$ cat config.mk
export PLATFORM = sky130hd
export DESIGN_NAME = reg_writeback_queue
export DESIGN_NICKNAME = d
export VERILOG_FILES = /design/src/rtl/reg_wb_pkg.sv /design/src/rtl/reg_wb_fifo.sv /design/src/rtl/reg_writeback_queue.sv
export SDC_FILE = /design/constraint.sdc
export NUM_CORES = 1
export LEC_CHECK = 0
export ABC_AREA = 0
export BUFFER_PORTS_ARGS = -buffer_cell sky130_fd_sc_hd__buf_4
export CELL_PAD_IN_SITES_DETAIL_PLACEMENT = 2
export CELL_PAD_IN_SITES_GLOBAL_PLACEMENT = 2
export CORE_MARGIN = 1.5
export CORE_UTILIZATION = 35
export DETAILED_ROUTE_END_ITERATION = 10
export HOLD_SLACK_MARGIN = 0.08
export PLACE_DENSITY = 0.8
export SLEW_MARGIN = 20
export SYNTH_ARGS = -nofsm -noshare
export SYNTH_HDL_FRONTEND = slang
export SYNTH_SLANG_ARGS = --single-unit
$ cat constraint.sdc
create_clock -name clk -period 4.5 [get_ports clk]
set_clock_uncertainty 0.05 [all_clocks]
set_input_delay 0.9 -clock clk [delete_from_list [all_inputs] [get_ports clk]]
set_output_delay 0.9 -clock clk [all_outputs]
set_load 0.05 [all_outputs]
$ cat src/rtl/reg_wb_pkg.sv
// Shared definitions for the register-file writeback path.
//   XLEN, AW    : default data width and register address width
//   wb_entry_t  : shape of one writeback entry {live, rd, data}
//   clog2       : ceiling log2, used to size pointers and occupancy counters
package reg_wb_pkg;

    localparam int XLEN = 32;
    localparam int AW   = 5;

    typedef struct packed {
        logic            live;
        logic [AW-1:0]   rd;
        logic [XLEN-1:0] data;
    } wb_entry_t;

    function automatic int clog2(input int n);
        int r;
        r = 0;
        while ((1 << r) < n) begin
            r = r + 1;
        end
        return r;
    endfunction

endpackage

$ cat src/rtl/reg_wb_fifo.sv
// In-order buffer for memory/load results waiting for the register-file port.
// Circular buffer with head/tail pointers. Every occupied entry carries a live
// bit that can be cleared by a younger write to the same register (kill).
// Ports:
//   clk, rst_n              clock, asynchronous active-low reset
//   push, push_rd/push_data enqueue a new live entry at the tail
//   pop                     drop the head entry
//   kill_valid, kill_rd     clear live on every stored entry whose rd matches
//   count, full, empty      occupancy
//   head_live/rd/data       oldest entry
//   ord_valid/live/rd/data  all entries in age order, index 0 = oldest
module reg_wb_fifo #(
    parameter int DEPTH = 4,
    parameter int XLEN  = reg_wb_pkg::XLEN,
    parameter int AW    = reg_wb_pkg::AW
) (
    input  logic                             clk,
    input  logic                             rst_n,
    input  logic                             push,
    input  logic [AW-1:0]                    push_rd,
    input  logic [XLEN-1:0]                  push_data,
    input  logic                             pop,
    input  logic                             kill_valid,
    input  logic [AW-1:0]                    kill_rd,
    output logic [reg_wb_pkg::clog2(DEPTH):0] count,
    output logic                             full,
    output logic                             empty,
    output logic                             head_live,
    output logic [AW-1:0]                    head_rd,
    output logic [XLEN-1:0]                  head_data,
    output logic [DEPTH-1:0]                 ord_valid,
    output logic [DEPTH-1:0]                 ord_live,
    output logic [DEPTH*AW-1:0]              ord_rd,
    output logic [DEPTH*XLEN-1:0]            ord_data
);
    import reg_wb_pkg::*;

    localparam int PW = clog2(DEPTH);
    localparam int CW = PW + 1;

    logic [PW-1:0]         head_reg;
    logic [PW-1:0]         tail_reg;
    logic [CW-1:0]         count_reg;
    logic [DEPTH-1:0]      slot_live;
    logic [DEPTH*AW-1:0]   slot_rd;
    logic [DEPTH*XLEN-1:0] slot_data;
    logic                  push_ok;
    logic                  pop_ok;

    assign full    = (count_reg == CW'(DEPTH));
    assign empty   = (count_reg == '0);
    assign push_ok = push && !full;
    assign pop_ok  = pop && !empty;
    assign count   = count_reg;

    genvar gi;
    generate
        for (gi = 0; gi < DEPTH; gi++) begin : g_slot
            logic            live_q;
            logic [AW-1:0]   rd_q;
            logic [XLEN-1:0] data_q;

            // A push into this slot wins over a kill: an entry arriving in the
            // same cycle as the ALU write is younger and must survive.
            always_ff @(posedge clk or negedge rst_n) begin
                if (!rst_n) begin
                    live_q <= 1'b0;
                    rd_q   <= '0;
                    data_q <= '0;
                end else if (push_ok && (tail_reg == PW'(gi))) begin
                    live_q <= 1'b1;
                    rd_q   <= push_rd;
                    data_q <= push_data;
                end else if (kill_valid && (rd_q == kill_rd)) begin
                    live_q <= 1'b0;
                end
            end

            assign slot_live[gi]                = live_q;
            assign slot_rd[gi*AW +: AW]         = rd_q;
            assign slot_data[gi*XLEN +: XLEN]   = data_q;
        end

        // Rotate the physical slots so index 0 is always the head.
        for (gi = 0; gi < DEPTH; gi++) begin : g_ord
            logic [PW-1:0] idx;
            assign idx                         = head_reg + PW'(gi);
            assign ord_valid[gi]               = (count_reg > CW'(gi));
            assign ord_live[gi]                = slot_live[idx];
            assign ord_rd[gi*AW +: AW]         = slot_rd[idx*AW +: AW];
            assign ord_data[gi*XLEN +: XLEN]   = slot_data[idx*XLEN +: XLEN];
        end
    endgenerate

    assign head_live = ord_live[0];
    assign head_rd   = ord_rd[AW-1:0];
    assign head_data = ord_data[XLEN-1:0];

    always_ff @(posedge clk or negedge rst_n) begin
        if (!rst_n) begin
            head_reg  <= '0;
            tail_reg  <= '0;
            count_reg <= '0;
        end else begin
            if (push_ok) begin
                tail_reg <= tail_reg + 1'b1;
            end
            if (pop_ok) begin
                head_reg <= head_reg + 1'b1;
            end
            if (push_ok && !pop_ok) begin
                count_reg <= count_reg + 1'b1;
            end else if (pop_ok && !push_ok) begin
                count_reg <= count_reg - 1'b1;
            end
        end
    end

endmodule

$ cat src/rtl/reg_writeback_queue.sv
// Owner of the single register-file write port. Single-cycle ALU results go
// straight to the output stage; memory results wait in an in-order queue and
// take the port whenever the ALU does not. Decode read addresses are snooped
// so values still in flight can be forwarded.
// Ports:
//   clk, rst_n                      clock, asynchronous active-low reset
//   alu_valid/alu_rd/alu_data       ALU result (no backpressure)
//   mem_valid/mem_rd/mem_data       memory result, accepted when mem_ready
//   mem_ready                       queue has a free slot
//   REG_write_1/address_wr/data_wb_in1  registered register-file write port
//   REG_address1/2                  decode read addresses (snooped)
//   fwd1/2_hit, fwd1/2_data         forwarding result per read address
//   count                           memory queue occupancy
module reg_writeback_queue #(
    parameter int DEPTH = 4,
    parameter int XLEN  = reg_wb_pkg::XLEN,
    parameter int AW    = reg_wb_pkg::AW
) (
    input  logic                             clk,
    input  logic                             rst_n,
    input  logic                             alu_valid,
    input  logic [AW-1:0]                    alu_rd,
    input  logic [XLEN-1:0]                  alu_data,
    input  logic                             mem_valid,
    input  logic [AW-1:0]                    mem_rd,
    input  logic [XLEN-1:0]                  mem_data,
    output logic                             mem_ready,
    output logic                             REG_write_1,
    output logic [AW-1:0]                    REG_address_wr,
    output logic [XLEN-1:0]                  REG_data_wb_in1,
    input  logic [AW-1:0]                    REG_address1,
    input  logic [AW-1:0]                    REG_address2,
    output logic                             fwd1_hit,
    output logic                             fwd2_hit,
    output logic [XLEN-1:0]                  fwd1_data,
    output logic [XLEN-1:0]                  fwd2_data,
    output logic [reg_wb_pkg::clog2(DEPTH):0] count
);
    import reg_wb_pkg::*;

    localparam int CW = clog2(DEPTH) + 1;

    logic                  alu_acc;
    logic                  mem_push;
    logic                  q_pop;
    logic [CW-1:0]         q_count;
    logic                  q_full;
    logic                  q_empty;
    logic                  head_live;
    logic [AW-1:0]         head_rd;
    logic [XLEN-1:0]       head_data;
    logic [DEPTH-1:0]      ord_valid;
    logic [DEPTH-1:0]      ord_live;
    logic [DEPTH*AW-1:0]   ord_rd;
    logic [DEPTH*XLEN-1:0] ord_data;

    // Register 0 is hard-wired: its writes are dropped, but a memory transfer
    // to it still completes the handshake.
    assign alu_acc   = alu_valid && (alu_rd != '0);
    assign mem_ready = !q_full;
    assign mem_push  = mem_valid && mem_ready && (mem_rd != '0);
    assign q_pop     = !alu_acc && !q_empty;
    assign count     = q_count;

    reg_wb_fifo #(
        .DEPTH (DEPTH),
        .XLEN  (XLEN),
        .AW    (AW)
    ) u_fifo (
        .clk        (clk),
        .rst_n      (rst_n),
        .push       (mem_push),
        .push_rd    (mem_rd),
        .push_data  (mem_data),
        .pop        (q_pop),
        .kill_valid (alu_acc),
        .kill_rd    (alu_rd),
        .count      (q_count),
        .full       (q_full),
        .empty      (q_empty),
        .head_live  (head_live),
        .head_rd    (head_rd),
        .head_data  (head_data),
        .ord_valid  (ord_valid),
        .ord_live   (ord_live),
        .ord_rd     (ord_rd),
        .ord_data   (ord_data)
    );

    // Output stage: ALU first, then the queue head. A killed head still pops,
    // carrying live=0 into the write enable.
    always_ff @(posedge clk or negedge rst_n) begin
        if (!rst_n) begin
            REG_write_1     <= 1'b0;
            REG_address_wr  <= '0;
            REG_data_wb_in1 <= '0;
        end else if (alu_acc) begin
            REG_write_1     <= 1'b1;
            REG_address_wr  <= alu_rd;
            REG_data_wb_in1 <= alu_data;
        end else if (!q_empty) begin
            REG_write_1     <= head_live;
            REG_address_wr  <= head_rd;
            REG_data_wb_in1 <= head_data;
        end else begin
            REG_write_1     <= 1'b0;
        end
    end

    logic [2*AW-1:0]   rd_addrs;
    logic [1:0]        fwd_hit;
    logic [2*XLEN-1:0] fwd_data;

    assign rd_addrs = {REG_address2, REG_address1};

    genvar gi;
    generate
        for (gi = 0; gi < 2; gi++) begin : g_fwd
            logic [AW-1:0]   addr;
            logic            hit;
            logic [XLEN-1:0] data;

            assign addr = rd_addrs[gi*AW +: AW];

            // Scan oldest to youngest so the last match (youngest) wins; the
            // output stage is older than anything still queued.
            always_comb begin
                hit  = 1'b0;
                data = '0;
                if (addr != '0) begin
                    for (int i = 0; i < DEPTH; i++) begin
                        if (ord_valid[i] && ord_live[i] &&
                            (ord_rd[i*AW +: AW] == addr)) begin
                            hit  = 1'b1;
                            data = ord_data[i*XLEN +: XLEN];
                        end
                    end
                    if (!hit && REG_write_1 && (REG_address_wr == addr)) begin
                        hit  = 1'b1;
                        data = REG_data_wb_in1;
                    end
                end
            end

            assign fwd_hit[gi]                = hit;
            assign fwd_data[gi*XLEN +: XLEN]  = data;
        end
    endgenerate

    assign fwd1_hit  = fwd_hit[0];
    assign fwd2_hit  = fwd_hit[1];
    assign fwd1_data = fwd_data[XLEN-1:0];
    assign fwd2_data = fwd_data[2*XLEN-1:XLEN];

endmodule
## Word-level counts from Yosys, hierarchy flattened

Index checks and enable logic that the tools add are counted.

- Flip-flop bits (word level): 197
- Bits of input ports: 88
- Logic and storage cells: 163

- Add/sub/neg operators: 6
- Multipliers: 4
- Magnitude comparators: 8
- Equality and inequality tests: 19
- Shift operators: 8
- Muxes and demuxes: 50
- Reductions and logical operators: 50

Operators by type and width:

| kind | number |
|---|---|
| indexed part select 128 x 8 -> 32 bit | 4 |
| two-way mux 32 bit | 14 |
| indexed part select 20 x 6 -> 5 bit | 4 |
| == test 5 bit | 14 |
| logical AND 1 bit | 32 |
| two-way mux 1 bit | 28 |
| multiplier 2 x 3 -> 5 bit (second input constant) | 4 |
| nonzero test 5 bit | 4 |
| less-than comparator 2 x 3 -> 1 bit (second input constant) | 4 |
| two-way mux 5 bit | 2 |
| nonzero test 2 bit | 5 |
| binary-select mux 1 bit (select 2 bit) | 4 |
| logical NOT 1 bit | 7 |
| > comparator 3 x 1 -> 1 bit (second input constant) | 2 |
| > comparator 3 x 2 -> 1 bit (second input constant) | 2 |
| two-way mux 3 bit | 2 |
| adder 2 x 1 -> 2 bit (second input constant) | 2 |
| adder 2 bit (second input constant) | 2 |
| == test 2 bit (second input constant) | 2 |
| adder 3 x 1 -> 3 bit (second input constant) | 1 |
| == test 3 bit (second input constant) | 1 |
| logical NOT 3 bit | 1 |
| subtractor 3 x 1 -> 3 bit (second input constant) | 1 |
| == test 2 x 1 -> 1 bit (second input constant) | 1 |
| 2 further kinds | 2 |

## Logic depth before layout (Yosys ltp)

- Word-level depth: 14
- Gate-level depth with buffers: 12
- Mapped depth without buffers: 9

## By module

Synthesis repeated with hierarchy kept, for this count alone.

- Cell total of the unflattened synthesis: 1288
- Area, all modules: 15328.5 um2

Modules (own cells, without submodules):

| module | instances | cells each | area each (um2) | seq. area each (um2) |
|---|---|---|---|---|
| reg_wb_fifo | 1 | 624 | 10292.4 | 3978.8 |
| reg_writeback_queue | 1 | 664 | 5036.1 | 950.9 |

## Worst setup path before layout

No wires, ideal clock.

- Kind: register to output
- Start: register u_fifo.count_reg[1], in the netlist u_fifo.count[1]
- End: output port fwd1_data[0]
- Data arrival time: 3.572 ns
- Slack: -0.022 ns
- Stages on the path, launching flop included: 11
- Cells stage by stage: dfrtp_1 -> inv_1 -> ha_1 -> o21ba_2 -> o21ai_2 -> or2b_2 -> nor2_1 -> buf_2 -> a221oi_1 -> o311a_1 -> nor3_1

- Word-level cells in the longest chain between the ends: 13
- Elaborated cells between the ends (all ways): 26
- Classes of those cells: order compare: 4; mux: 11; reduce/logical: 11

RTL lines:

| item | line | text |
|---|---|---|
| start, declared | reg_wb_fifo.sv:43 | `logic [CW-1:0] count_reg;` |
| start signal, assigned | reg_wb_fifo.sv:112 | `count_reg <= count_reg + 1'b1;` |
| start signal, assigned | reg_wb_fifo.sv:114 | `count_reg <= count_reg - 1'b1;` |
| > comparator 3 x 1 -> 1 bit | reg_wb_fifo.sv:88 | `assign ord_valid[gi] = (count_reg > CW'(gi));` |
| logical AND 1 bit (2 in a row) | reg_writeback_queue.sv:132 | `if (ord_valid[i] && ord_live[i] &&` |
| two-way mux 1 bit (4 in a row) | reg_writeback_queue.sv:132 |  |
| two-way mux 1 bit | reg_writeback_queue.sv:130 | `if (addr != '0) begin` |
| logical NOT 1 bit | reg_writeback_queue.sv:138 | `if (!hit && REG_write_1 && (REG_address_wr == addr)) begin` |
| logical AND 1 bit (2 in a row) | reg_writeback_queue.sv:138 |  |
| two-way mux 32 bit * | reg_writeback_queue.sv:138 |  |
| two-way mux 32 bit * | reg_writeback_queue.sv:130 |  |
| end, declared | reg_writeback_queue.sv:35 | `output logic [XLEN-1:0] fwd1_data,` |

Every way passes the cells marked *; elsewhere a longest branch is shown, timed or not. The select of a mux whose other input is x is not followed.

## Worst setup path after layout

- Start: register u_fifo.head_reg[0]
- End: output port fwd1_data[31]

- Word-level cells in the longest chain between the ends: 14
- Elaborated cells between the ends (all ways): 49
- Classes of those cells: add/sub: 3; mul: 4; eq/ne: 4; shift: 8; mux: 19; reduce/logical: 11

RTL lines:

| item | line | text |
|---|---|---|
| start, declared | reg_wb_fifo.sv:41 | `logic [PW-1:0] head_reg;` |
| start signal, assigned | reg_wb_fifo.sv:109 | `head_reg <= head_reg + 1'b1;` |
| adder 2 x 1 -> 2 bit, or another cell as far along | reg_wb_fifo.sv:87 | `assign idx = head_reg + PW'(gi);` |
| multiplier 2 x 3 -> 5 bit, or another cell as far along | reg_wb_fifo.sv:90 | `assign ord_rd[gi*AW +: AW] = slot_rd[idx*AW +: AW];` |
| indexed part select 20 x 6 -> 5 bit, or another cell as far along | reg_wb_fifo.sv:90 |  |
| == test 5 bit / logical AND 1 bit (equally long branches) | reg_writeback_queue.sv:133, reg_writeback_queue.sv:132 |  |
| logical AND 1 bit / two-way mux 1 bit (equally long branches) | reg_writeback_queue.sv:132 |  |
| two-way mux 1 bit (3 in a row) | reg_writeback_queue.sv:132 |  |
| two-way mux 1 bit | reg_writeback_queue.sv:130 |  |
| logical NOT 1 bit | reg_writeback_queue.sv:138 |  |
| logical AND 1 bit (2 in a row) | reg_writeback_queue.sv:138 |  |
| two-way mux 32 bit * | reg_writeback_queue.sv:138 |  |
| two-way mux 32 bit * | reg_writeback_queue.sv:130 |  |

Marks and branches as above.

==> run summary <==
Failing checks: negative setup slack
# IOs: 196
Die width: 212 um
Avg Inst Size Synth: 11.7 um2
Via count: 14100
Lkg Pwr: 8.23 nW
Register area share after synthesis: 32.2%
Commonest non-fill, non-tap cell in the layout: dfrtp_1
Htree depth: 4
Period utilization: 110%
Crit path max fanout: 17
Max-slew violations: 0
Crit path kind: reg -> out
Post-detail-place hpwl: 37.4 mm
Max IR drop VDD: 0.000494 V
Initial antenna violation count: 6
Root Driver: clkbuf_16
Nets: 1605
Largest net degree at the start of global routing: 130
Comb pwr share: 70.4%
Seq. cell area: 0.00494 mm2
DRT antenna net count: 0
P&R area growth vs syn: 33.2%
Area of the multi-input gates: 0.0106 mm2
Seq cells post-synth: 197
Hold Vio Cnt, Final: 0
WP data arrival: 4010 ps
Routed len/inst: 35.3 um
Max Clk Rate: 202 MHz
Port bufs: 195
Post-CTS Hold Buffers: 0
CTS Buffer Depth: 2
Post-layout util: 47.3%
Reg clk slew, reported paths: 80 ps
Kind of end point of the critical path: primary output
Post-Syn Area: 0.0153 mm2
Status: finished with violations
Unrepaired setup endpoints after global routing: yes
Vias in the first global route: 14900
Gr ovfl total: 0
Switch Pwr: 0.0101 W
Setup ws final: -457 ps
Post-Syn Nets: 1404
Top Registers: u_fifo.g_slot.data_q x128, REG_data_wb_in1 x32, u_fifo.g_slot.rd_q x20
Initial Util: 35.5%
GRT Resource Usage Total: 30.5%
Via density per instance: 6.67
Critical Path Start Type: register
Most flops, register: u_fifo.g_slot.data_q
Num CTS Buffers: 17
Routability cong.: 0.873
TritonCTS clock tree: done
Worst EP required: 3550 ps
Share of cells above drive strength 1: 55.6%
Sequential fraction of design power: 21.2%
Post-layout minimum cycle time: 4960 ps
Relative slew slack: 21.7%
Number of synthesis warnings: 0
Yosys cell types: 44
Pint: 0.00971 W
Initial drt markers: 1330
Dpl ws: 55.1 ps
Commonest cells after routing, fill and taps aside: dfrtp_1, buf_4, mux4_2
Hold Path Class: in -> async
Clk_lat worst skew: 480 ps
Maxcap violations: 0
WL final: 74.5 mm
Number of remaining DRC errors: 0
Flip-flop cell with the highest count after synthesis: dfrtp_1
Reg2reg setup slack: 1290 ps
1st-pass router iterations: 5
Worst Tran Pin Value: 1170 ps
Post-Syn Instances: 1305
Core ar.: 0.0431 mm2
Global-route wire length before repair: 100 mm
Number of core rows: 76
Pwr Density: 973 mW/mm2
Die height: 212 um
Final setup vio count: 66
Largest register FFs: 128
CTS Sinks: 197
Asr flop ratio synth: 100%
Clk pwr share: 8.4%
EDFF count, synth: 0
DIE AREA: 0.0449 mm2
FILL cells: 4140
Switch share: 51.0%
## per-layer routing
layer | up-vias | GRT usage [%] | share of wire [%]
li1 | 5466 | - | -
met1 | 7486 | 38.3 | 38
met2 | 851 | 50.6 | 50
met3 | 265 | 5.92 | 7.6
met4 | 6 | 14.1 | 4.8
met5 | - | 0 | 0.066
## metrics by stage
stage / power, W / setup TNS (ps) / instance area (um2) / hold WS (ps) / cells
floorplan: 0.0122 / 0 / 15300 / 460 / 1305
global placement: 0.0150 / 0 / 17500 / 494 / 1992
detailed placement: 0.0155 / 0 / 17500 / 515 / 1992
CTS: 0.0185 / -9360 / 19700 / 534 / 2080
global route: 0.0205 / -23950 / 20400 / 535 / 2107
finish: 0.0198 / -19960 / 20400 / 448 / 2109
## synth_stat cells, types with 2 or more instances
| master | number | area (um2) |
|---|---|---|
| buf_1 | 19 | 71.3 |
| nor2_2 | 2 | 12.5 |
| o41ai_1 | 4 | 35.0 |
| dfrtp_1 | 197 | 4930 |
| nand2b_1 | 2 | 12.5 |
| o311a_1 | 64 | 641 |
| inv_1 | 5 | 18.8 |
| nand4_1 | 6 | 37.5 |
| a21oi_1 | 41 | 205 |
| a2bb2o_4 | 2 | 40.0 |
| buf_6 | 11 | 124 |
| mux2_2 | 149 | 1680 |
| a221oi_1 | 64 | 561 |
| nor3_1 | 12 | 60.1 |
| buf_2 | 34 | 170 |
| nor2_1 | 174 | 653 |
| o211a_4 | 2 | 35.0 |
| or4_1 | 4 | 30.0 |
| buf_4 | 6 | 45.0 |
| nand3_1 | 7 | 35.0 |
| ha_1 | 11 | 138 |
| mux2i_1 | 36 | 360 |
| nand2_1 | 82 | 308 |
| xor2_1 | 29 | 254 |
| or2_2 | 2 | 12.5 |
| mux4_2 | 152 | 3420 |
| o21ai_0 | 4 | 20.0 |
| nor4_1 | 2 | 12.5 |
| xnor2_1 | 46 | 403 |
| clkbuf_1 | 66 | 248 |
| nor3_2 | 57 | 571 |
## power by group through the flow
stage	logic [W]	clock network (W)	registers, W
5_1_grt	0.0145	0.00174	0.00426
3_5_place_dp	0.0115	0	0.00397
3_3_place_gp	0.0112	0	0.00379
6_report	0.0139	0.00167	0.00420
4_1_cts	0.0129	0.00167	0.00395
2_1_floorplan	0.00814	0	0.00408
## critical path: stages, from the launching register on
cell	delay, ps
dfrtp_4	470
buf_16	140
buf_12	140
mux4_2	570
xnor2_1	310
nand4_1	330
nor2_4	370
buf_12	280
a221oi_1	90
o311a_1	370
nor3_2	230
buf_6	210
## worst paths after layout
path                                              from                          end  depth (start not counted)
max                                 u_fifo.head_reg[0]                fwd1_data[31]                         11
min                                              rst_n          REG_data_wb_in1[28]                          1
max reg2reg                            u_fifo.count[0]  u_fifo.g_slot[1].data_q[14]                          8
min reg2reg                u_fifo.g_slot[2].data_q[10]  u_fifo.g_slot[2].data_q[10]                          1
max in group asynchronous                        rst_n  u_fifo.g_slot[0].data_q[22]                          2
min in group clk           u_fifo.g_slot[2].data_q[10]  u_fifo.g_slot[2].data_q[10]                          1
## what timing repair did
action,4_1_cts,5_1_grt
resized for setup,176,76
pin swaps,114,48
buffers inserted,42,22
setup endpoints to repair,66,66
gates cloned,15,8
## cell type report
class | instances | area share [%]
multi-input combinational | 967 | 52.0
tap | 585 | 3.59
inverter | 5 | 0.0921
clock inverter | 12 | 0.694
timing repair buffer | 318 | 17.0
antenna | 5 | 0.0614
sequential | 197 | 24.2
clock buffer | 20 | 2.24
## kinds of logic (layout without fill, tap and decap cells)
family	after synthesis	after routing	share of synthesized area, %
buffers and inverters	143	355	4.66
AOI/OAI and AO/OA	186	186	10.3
adders and majority gates	11	11	0.900
DFF	197	197	32.2
and+or+nand+nor	356	358	11.9
xor gates and xnor gates	75	75	4.30
muxes	337	337	35.7
other	0	5	0
No activity file was read; power rests on OpenSTA's default activity.
